<file path="src/rtl/sound_sequencer_pkg.sv">
// Shared types and constants for the sound sequencer: FSM states, tune codes
// and the half-period tables for both tunes (full-scale 50 MHz values).
package sound_pkg;

  typedef enum logic [1:0] {
    ST_IDLE = 2'd0,
    ST_PLAY = 2'd1,
    ST_GAP  = 2'd2,
    ST_DONE = 2'd3
  } state_t;

  localparam logic [9:0] TUNE_LOSE = 10'd0;
  localparam logic [9:0] TUNE_WIN  = 10'd1;

  // Element [0] is the first note played; a zero entry is a rest.
  localparam logic [3:0][16:0] WIN_HP  = {17'd23878, 17'd31888, 17'd37936, 17'd47801};
  localparam logic [3:0][16:0] LOSE_HP = {17'd0,     17'd95420, 17'd75758, 17'd63776};

  function automatic logic [16:0] table_entry(input logic win, input logic [1:0] idx);
    logic [16:0] entry;
    entry = win ? WIN_HP[idx] : LOSE_HP[idx];
    return entry;
  endfunction

endpackage

</file>
<file path="src/rtl/sound_sequencer_if.sv">
// Controller-to-sequencer bundle: request inputs, audio/status outputs and
// the FSM state exposed for observation.
interface sound_sequencer_if;
  // Request protocol: play_req is a level; only its 0->1 transition while the
  // sequencer is idle starts a tune, and tune_sel is captured on that cycle.
  // There is no acknowledge: busy rises the next cycle, done pulses at the end.
  logic                  play_req;
  logic [9:0]            tune_sel;
  logic                  mute;
  logic                  audio_out;
  logic                  busy;
  logic                  done;
  logic [1:0]            note_idx;
  sound_pkg::state_t     state;

  modport master (
    output play_req, tune_sel, mute,
    input  audio_out, busy, done, note_idx, state
  );

  modport slave (
    input  play_req, tune_sel, mute,
    output audio_out, busy, done, note_idx, state
  );
endinterface

</file>
<file path="src/rtl/sound_sequencer_tone_gen.sv">
// Square-wave divider: toggles its output every half_period cycles while
// enabled; restart or a zero half-period parks it low with the count cleared.
module tone_gen (
    input  logic        clk,
    input  logic        resetN,
    input  logic [16:0] half_period,
    input  logic        enable,
    input  logic        restart,
    output logic        wave
);

    logic [16:0] cnt;

    always_ff @(posedge clk or negedge resetN) begin
        if (!resetN) begin
            cnt  <= '0;
            wave <= 1'b0;
        end else if (restart || !enable || half_period == 17'd0) begin
            cnt  <= '0;
            wave <= 1'b0;
        end else if (cnt == half_period - 17'd1) begin
            cnt  <= '0;
            wave <= ~wave;
        end else begin
            cnt <= cnt + 17'd1;
        end
    end

endmodule

</file>
<file path="src/rtl/sound_sequencer.sv">
// Four-note tune player: a rising edge on play_req starts the WIN or LOSE
// tune, notes separated by optional silent gaps, with a done pulse at the end.
module sound_sequencer #(
    parameter int NOTE_CYCLES = 12_500_000,
    parameter int GAP_CYCLES  = 2_500_000,
    parameter int TONE_SHIFT  = 0
) (
    input  logic              clk,
    input  logic              resetN,
    sound_sequencer_if.slave  bus
);
    import sound_pkg::*;

    localparam logic [23:0] NOTE_LAST = 24'(NOTE_CYCLES - 1);
    localparam logic [23:0] GAP_LAST  = 24'(GAP_CYCLES - 1);
    localparam bit          HAS_GAP   = (GAP_CYCLES != 0);

    state_t      state;
    logic        play_q;
    logic        armed;
    logic        start;
    logic        tune_valid;
    logic        tune_win;
    logic [23:0] dur_cnt;
    logic [1:0]  note_idx;
    logic        busy;
    logic        done;
    logic        note_end;
    logic        tone_en;
    logic        tone_restart;
    logic [16:0] half_period;
    logic        wave;

    // armed stays low for the first cycle after reset so a play_req that is
    // already high at release is absorbed into play_q instead of firing.
    always_ff @(posedge clk or negedge resetN) begin
        if (!resetN) begin
            play_q <= 1'b0;
            armed  <= 1'b0;
        end else begin
            play_q <= bus.play_req;
            armed  <= 1'b1;
        end
    end

    assign start      = armed && bus.play_req && !play_q;
    assign tune_valid = (bus.tune_sel == TUNE_LOSE) || (bus.tune_sel == TUNE_WIN);

    assign note_end     = (state == ST_PLAY) && (dur_cnt == NOTE_LAST);
    assign tone_en      = (state == ST_PLAY);
    assign tone_restart = (state != ST_PLAY) || note_end;
    assign half_period  = table_entry(tune_win, note_idx) >> TONE_SHIFT;

    always_ff @(posedge clk or negedge resetN) begin
        if (!resetN) begin
            state    <= ST_IDLE;
            tune_win <= 1'b0;
            note_idx <= 2'd0;
            dur_cnt  <= 24'd0;
            busy     <= 1'b0;
            done     <= 1'b0;
        end else begin
            case (state)
                ST_IDLE: begin
                    done <= 1'b0;
                    if (start && tune_valid) begin
                        state    <= ST_PLAY;
                        tune_win <= (bus.tune_sel == TUNE_WIN);
                        note_idx <= 2'd0;
                        dur_cnt  <= 24'd0;
                        busy     <= 1'b1;
                    end
                end
                ST_PLAY: begin
                    if (dur_cnt == NOTE_LAST) begin
                        dur_cnt <= 24'd0;
                        if (note_idx == 2'd3) begin
                            state <= ST_DONE;
                            busy  <= 1'b0;
                            done  <= 1'b1;
                        end else if (HAS_GAP) begin
                            state <= ST_GAP;
                        end else begin
                            note_idx <= note_idx + 2'd1;
                        end
                    end else begin
                        dur_cnt <= dur_cnt + 24'd1;
                    end
                end
                ST_GAP: begin
                    if (dur_cnt == GAP_LAST) begin
                        state    <= ST_PLAY;
                        note_idx <= note_idx + 2'd1;
                        dur_cnt  <= 24'd0;
                    end else begin
                        dur_cnt <= dur_cnt + 24'd1;
                    end
                end
                ST_DONE: begin
                    state    <= ST_IDLE;
                    done     <= 1'b0;
                    note_idx <= 2'd0;
                end
                default: begin
                    state <= ST_IDLE;
                    busy  <= 1'b0;
                    done  <= 1'b0;
                end
            endcase
        end
    end

    tone_gen u_tone_gen (
        .clk         (clk),
        .resetN      (resetN),
        .half_period (half_period),
        .enable      (tone_en),
        .restart     (tone_restart),
        .wave        (wave)
    );

    assign bus.audio_out = wave & ~bus.mute;
    assign bus.busy      = busy;
    assign bus.done      = done;
    assign bus.note_idx  = note_idx;
    assign bus.state     = state;

endmodule

</file>
<file path="src/flat_wrapper.sv">
// flat-port wrapper written by rule: the top's interface ports become plain ports
module sound_sequencer_flat import sound_pkg::*;
#(
    parameter int NOTE_CYCLES = 12_500_000,
    parameter int GAP_CYCLES  = 2_500_000,
    parameter int TONE_SHIFT  = 0
)
  (clk, resetN, bus_play_req, bus_tune_sel, bus_mute, bus_audio_out, bus_busy, bus_done, bus_note_idx, bus_state);
  sound_sequencer_if bus_i ();
  input  logic clk;
  input  logic resetN;
  input wire logic [$bits(bus_i.play_req)-1:0] bus_play_req;
  input wire logic [$bits(bus_i.tune_sel)-1:0] bus_tune_sel;
  input wire logic [$bits(bus_i.mute)-1:0] bus_mute;
  output wire logic [$bits(bus_i.audio_out)-1:0] bus_audio_out;
  output wire logic [$bits(bus_i.busy)-1:0] bus_busy;
  output wire logic [$bits(bus_i.done)-1:0] bus_done;
  output wire logic [$bits(bus_i.note_idx)-1:0] bus_note_idx;
  output wire logic [$bits(bus_i.state)-1:0] bus_state;
  assign bus_i.play_req = bus_play_req;
  assign bus_i.tune_sel = bus_tune_sel;
  assign bus_i.mute = bus_mute;
  assign bus_audio_out = bus_i.audio_out;
  assign bus_busy = bus_i.busy;
  assign bus_done = bus_i.done;
  assign bus_note_idx = bus_i.note_idx;
  assign bus_state = bus_i.state;
  sound_sequencer #(.NOTE_CYCLES(NOTE_CYCLES), .GAP_CYCLES(GAP_CYCLES), .TONE_SHIFT(TONE_SHIFT)) u_core (.clk(clk), .resetN(resetN), .bus(bus_i));
endmodule
</file>
<file path="config.mk">
export PLATFORM = sky130hd
export DESIGN_NAME = sound_sequencer_flat
export DESIGN_NICKNAME = d
export VERILOG_FILES = /design/src/rtl/sound_sequencer_pkg.sv /design/src/rtl/sound_sequencer_if.sv /design/src/rtl/sound_sequencer_tone_gen.sv /design/src/rtl/sound_sequencer.sv /design/src/flat_wrapper.sv
export SDC_FILE = /design/constraint.sdc
export NUM_CORES = 1
export LEC_CHECK = 0
export CORE_MARGIN = 2
export CORE_UTILIZATION = 45
export CTS_BUF_LIST = sky130_fd_sc_hd__clkbuf_16
export CTS_CLUSTER_DIAMETER = 30
export DETAILED_ROUTE_END_ITERATION = 16
export DONT_BUFFER_PORTS = 1
export PLACE_DENSITY_LB_ADDON = 0.08
export SLEW_MARGIN = 20
export SYNTH_ARGS = -nofsm -noshare
export SYNTH_HDL_FRONTEND = slang
export SYNTH_HIERARCHICAL = 1
export SYNTH_SLANG_ARGS = --single-unit
</file>
<file path="constraint.sdc">
create_clock -name clk -period 5.5 [get_ports clk]
set_clock_uncertainty 0.2 [all_clocks]
set_input_delay 1.1 -clock clk [delete_from_list [all_inputs] [get_ports clk]]
set_output_delay 1.1 -clock clk [all_outputs]
set_load 0.02 [all_outputs]
</file>
==> summary.md <==
| Metric | Value |
|---|---|
| Final Slew Violations | `0` |
| Die area | `roughly 9800 um2` |
| Slew @ Worst Pin | `0.896 ns` |
| Layout Area Growth over Synthesis | `4.01%` |
| Initial antenna violation count | `0` |
| Row cnt | `34` |
| Fmax | `about 0.25 GHz` |
| CP arrival | `roughly 4.0 ns` |
| Routed WL | `9900 um` |
| Compound-Gate Fraction of Synth Area | `15.0%` |
| Cells after Synth | `481` |
| Most common cell in the netlist | `nand2_1` |
| Largest family of logic cells by synthesized area | `simple AND/OR/NAND/NOR gates` |
| Switch Pwr | `between 100 and 150 uW` |
| First-pass GRT wire length | `17000 um` |
| GP Congestion | `0.875` |
| Worst Setup Path Type | `reg -> reg` |
| Post-route cell area | `4220 um2` |
| Critical Path Most Common Cell | `nand2_1` |
| Syn nets | `508` |
| Max_cap viols | `0` |
| Die X | `~99 um` |
| Clock power share | `a little under half` |
| Post-CTS Setup Inserts | `0` |
| Max Fanout on Critical Path | `16` |
| Top cell type's share of synthesized area | `31.4%` |
| Static Leak | `between 1.5 and 2 nW` |
| Core Util, Final | `48.4%` |
| RSZ-0062 raised after global routing | `no` |
| Slew margin rel. | `39.6%` |
| Post-route ant nets | `0` |
| Clock transition at path regs | `0.07 ns` |
| CTS max path bufs | `2` |
| Critical path endpoint category | `register` |
| Total gr overflow | `0` |
| Power Density | `164 nW/um2` |
| Clock Sinks | `51` |
| Clk root buf | `clkbuf_16` |
| Cts bufs inserted | `5` |
| Drt first pass iters | `5` |
| GRT Util Overall | `21.1%` |
| Die H | `99.0 um` |
| Min Tclk post-route | `4.03 ns` |
| Synth Flop Type | `dfrtp_1` |
| Largest net degree at the start of global routing | `52` |
| Critical path buffers and inverters | `2` |
| CORE AREA | `8720 um2` |
| Mux cell area share after synthesis | `1.79%` |
| Final setup TNS | `0 ns` |
| Largest area contributor in the netlist | `dfrtp_1` |
| Vias in the first global route | `3373` |
| Most frequent cells after synthesis | `nand2_1, dfrtp_1, nor2_1, nand4_1, nor3_1` |
| Slowest Stage Delay on Critical Path | `about 0.6 ns` |
| Layout net count | `488` |
| Warnings, synthesis | `6` |
| Worst-path cell with the longest stage delay | `dfrtp_1` |
| Sequential area share after synthesis | `around a third` |
| Post-Synth Simple-Gate Area | `34.4%` |
| Power Internal | `roughly 540 uW` |
| Synthesized flop and latch total | `51` |
| Final Setup Violations | `0` |
| DP Wirelength | `7000 um` |
| Drt drc | `0` |
| Worst ir drop on vdd | `0.105 mV` |
| Clk_lat worst skew | `0.29 ns` |
| Ant diodes | `0` |
| Top post-synthesis cells by area | `dfrtp_1, nand2_1, xnor2_1, ha_1, xor2_1` |
| Post-CTS Hold Buffers | `0` |
| Vias | `3477` |
| Synthesized area | `just over 4000 um2` |
| Placed instance area | `4080 um2` |
| Critical path's top delay family | `simple AND/OR/NAND/NOR gates` |
| Outcome | `finished, final reports clean` |
| Sequential share of power | `54.3%` |
| Fin. Hold Viols | `0` |
| Startpoint Class | `register` |
| CTS tree | `built` |
| Synth cell types | `66` |
| Buffers on Ports | `0` |
| Sw frac | `21.2%` |
| Post-CTS sizing | `0` |
| H-tree depth | `2` |
| 1st-iter DRT viols | `138` |
| Adder-Cell Fraction of Synth Area | `roughly 4%` |
| Power share of the combinational group | `0.2%` |
| Share of layout cells above drive strength 1 | `8.44%` |
| Asr flop ratio synth | `100%` |
| XOR/XNOR Fraction of Synth Area | `under 10%` |
| WL per Instance | `roughly 17 um` |
| Final Cycle Share | `73.2%` |
| CP required | `~5.5 ns` |
| Post-synth EDFFs | `0` |
| Vias per std cell | `6.10` |
| Hold WC Path Type | `in -> async` |
| IO Count | `21` |
| Syn_area_per_cell | `8.44 um2` |
| Worst path cell trace | `inv_1 -> ha_1 -> nand2_1 -> nand2_1 -> or3_1 -> or4_1 -> xnor2_1 -> nor4b_2 -> nand4_1 -> nor4_4 -> buf_4 -> nor3_1` |
| Starting Density | `46.5%` |
[registers in the layout, summed over array words and instances (netlist names)]
| signal | cells |
|---|---|
| u_core/bus.done | 1 |
| u_core/armed | 1 |
| u_core/bus.state | 2 |
| u_core/u_tone_gen/wave | 1 |
| u_core/play_q | 1 |
| u_core/bus.note_idx | 2 |
| u_core/bus.busy | 1 |
| u_core/dur_cnt | 24 |
| u_core/tune_win | 1 |
| u_core/u_tone_gen/cnt | 17 |
[metal layers]
| metal | track usage, % | vias to the layer above | routed length [um] |
|---|---|---|---|
| met1 | 27.5 | 1651 | 4350 |
| met3 | 3.33 | 28 | 283 |
| li1 | - | 1723 | - |
| met2 | 34.6 | 75 | 4860 |
| met5 | 0 | - | 0 |
| met4 | 9.17 | 0 | 406 |
[power by group through the flow]
stage / clock network (mW) / logic [mW] / registers (mW)
after global placement: 0 / 0.00130 / 0.383
after CTS: 0.327 / 0.00139 / 0.376
after detailed placement: 0 / 0.00139 / 0.383
final: 0.314 / 0.00140 / 0.376
after floorplan: 0 / 0.00112 / 0.383
after global routing: 0.345 / 0.00151 / 0.376
[stage by stage]
step / setup WS [ns] / power, mW / hold WS (ns) / cells
4_1_cts: 1.49 / 0.704 / 0.287 / 570
5_1_grt: 1.24 / 0.722 / 0.275 / 570
6_report: 1.47 / 0.691 / 0.294 / 570
2_1_floorplan: 1.78 / 0.384 / 0.299 / 481
3_3_place_gp: 1.60 / 0.384 / 0.338 / 562
3_5_place_dp: 1.52 / 0.384 / 0.352 / 562
[worst register-to-register path, stage by stage (launching register included)]
cell     delay [ns]
dfrtp_1        0.59
inv_1          0.23
ha_1           0.36
nand2_1        0.12
nand2_1        0.25
or3_1          0.48
or4_1          0.51
xnor2_1        0.16
nor4b_2        0.28
nand4_1        0.19
nor4_4         0.16
buf_4          0.30
nor3_1         0.10
[worst paths after layout]
path	from	endpoint	slack [ns]	cells after the start
max	u_core/bus.note_idx[1]	u_core/u_tone_gen/cnt[5]	1.47	12
min	resetN	u_core/dur_cnt[20]	0.29	0
max reg2reg	u_core/bus.note_idx[1]	u_core/u_tone_gen/cnt[5]	1.47	12
min reg2reg	u_core/u_tone_gen/cnt[0]	u_core/u_tone_gen/cnt[0]	0.36	1
max in group asynchronous	resetN	u_core/u_tone_gen/cnt[10]	4.70	0
min in group clk	u_core/u_tone_gen/cnt[0]	u_core/u_tone_gen/cnt[0]	0.36	1
[area by class of cell]
cell class | count | area (um2)
clock buffer | 5 | 125
clock inverter | 3 | 20.0
fill | 833 | 4500
inverter | 18 | 67.6
multi-input combinational | 382 | 2570
sequential | 51 | 1280
tap | 108 | 135
timing repair buffer | 3 | 22.5
[layout by cell type, fill, tap and decap left out, types with 5 or more instances in the layout]
cell	instances
nand2_1	66
dfrtp_1	51
nor2_1	24
nand4_1	21
nor3_1	21
xnor2_1	20
inv_1	18
nand3_1	18
xor2_1	17
a21oi_1	15
o211ai_1	13
ha_1	13
or3_1	11
nor3_2	10
o21ai_0	9
nor4_1	9
and3_1	9
nor2b_1	8
o2111ai_1	6
o221ai_1	6
o21ai_1	6
clkbuf_16	5
mux2i_1	5
o21a_1	5
nor3b_1	5
nand2b_1	5
or4_1	5
[cell families (layout without fill, tap and decap cells)]
kind of cell             Yosys count  after routing
AO/OA/AOI/OAI                     86             86
XOR/XNOR                          37             37
adder cells (fa/ha/maj)           13             13
buffers and inverters             48             29
flip-flops                        51             51
multiplexers                       7              7
other                              1              1
AND/OR/NAND/NOR                  238            238
(Power assumes the default switching activity.)
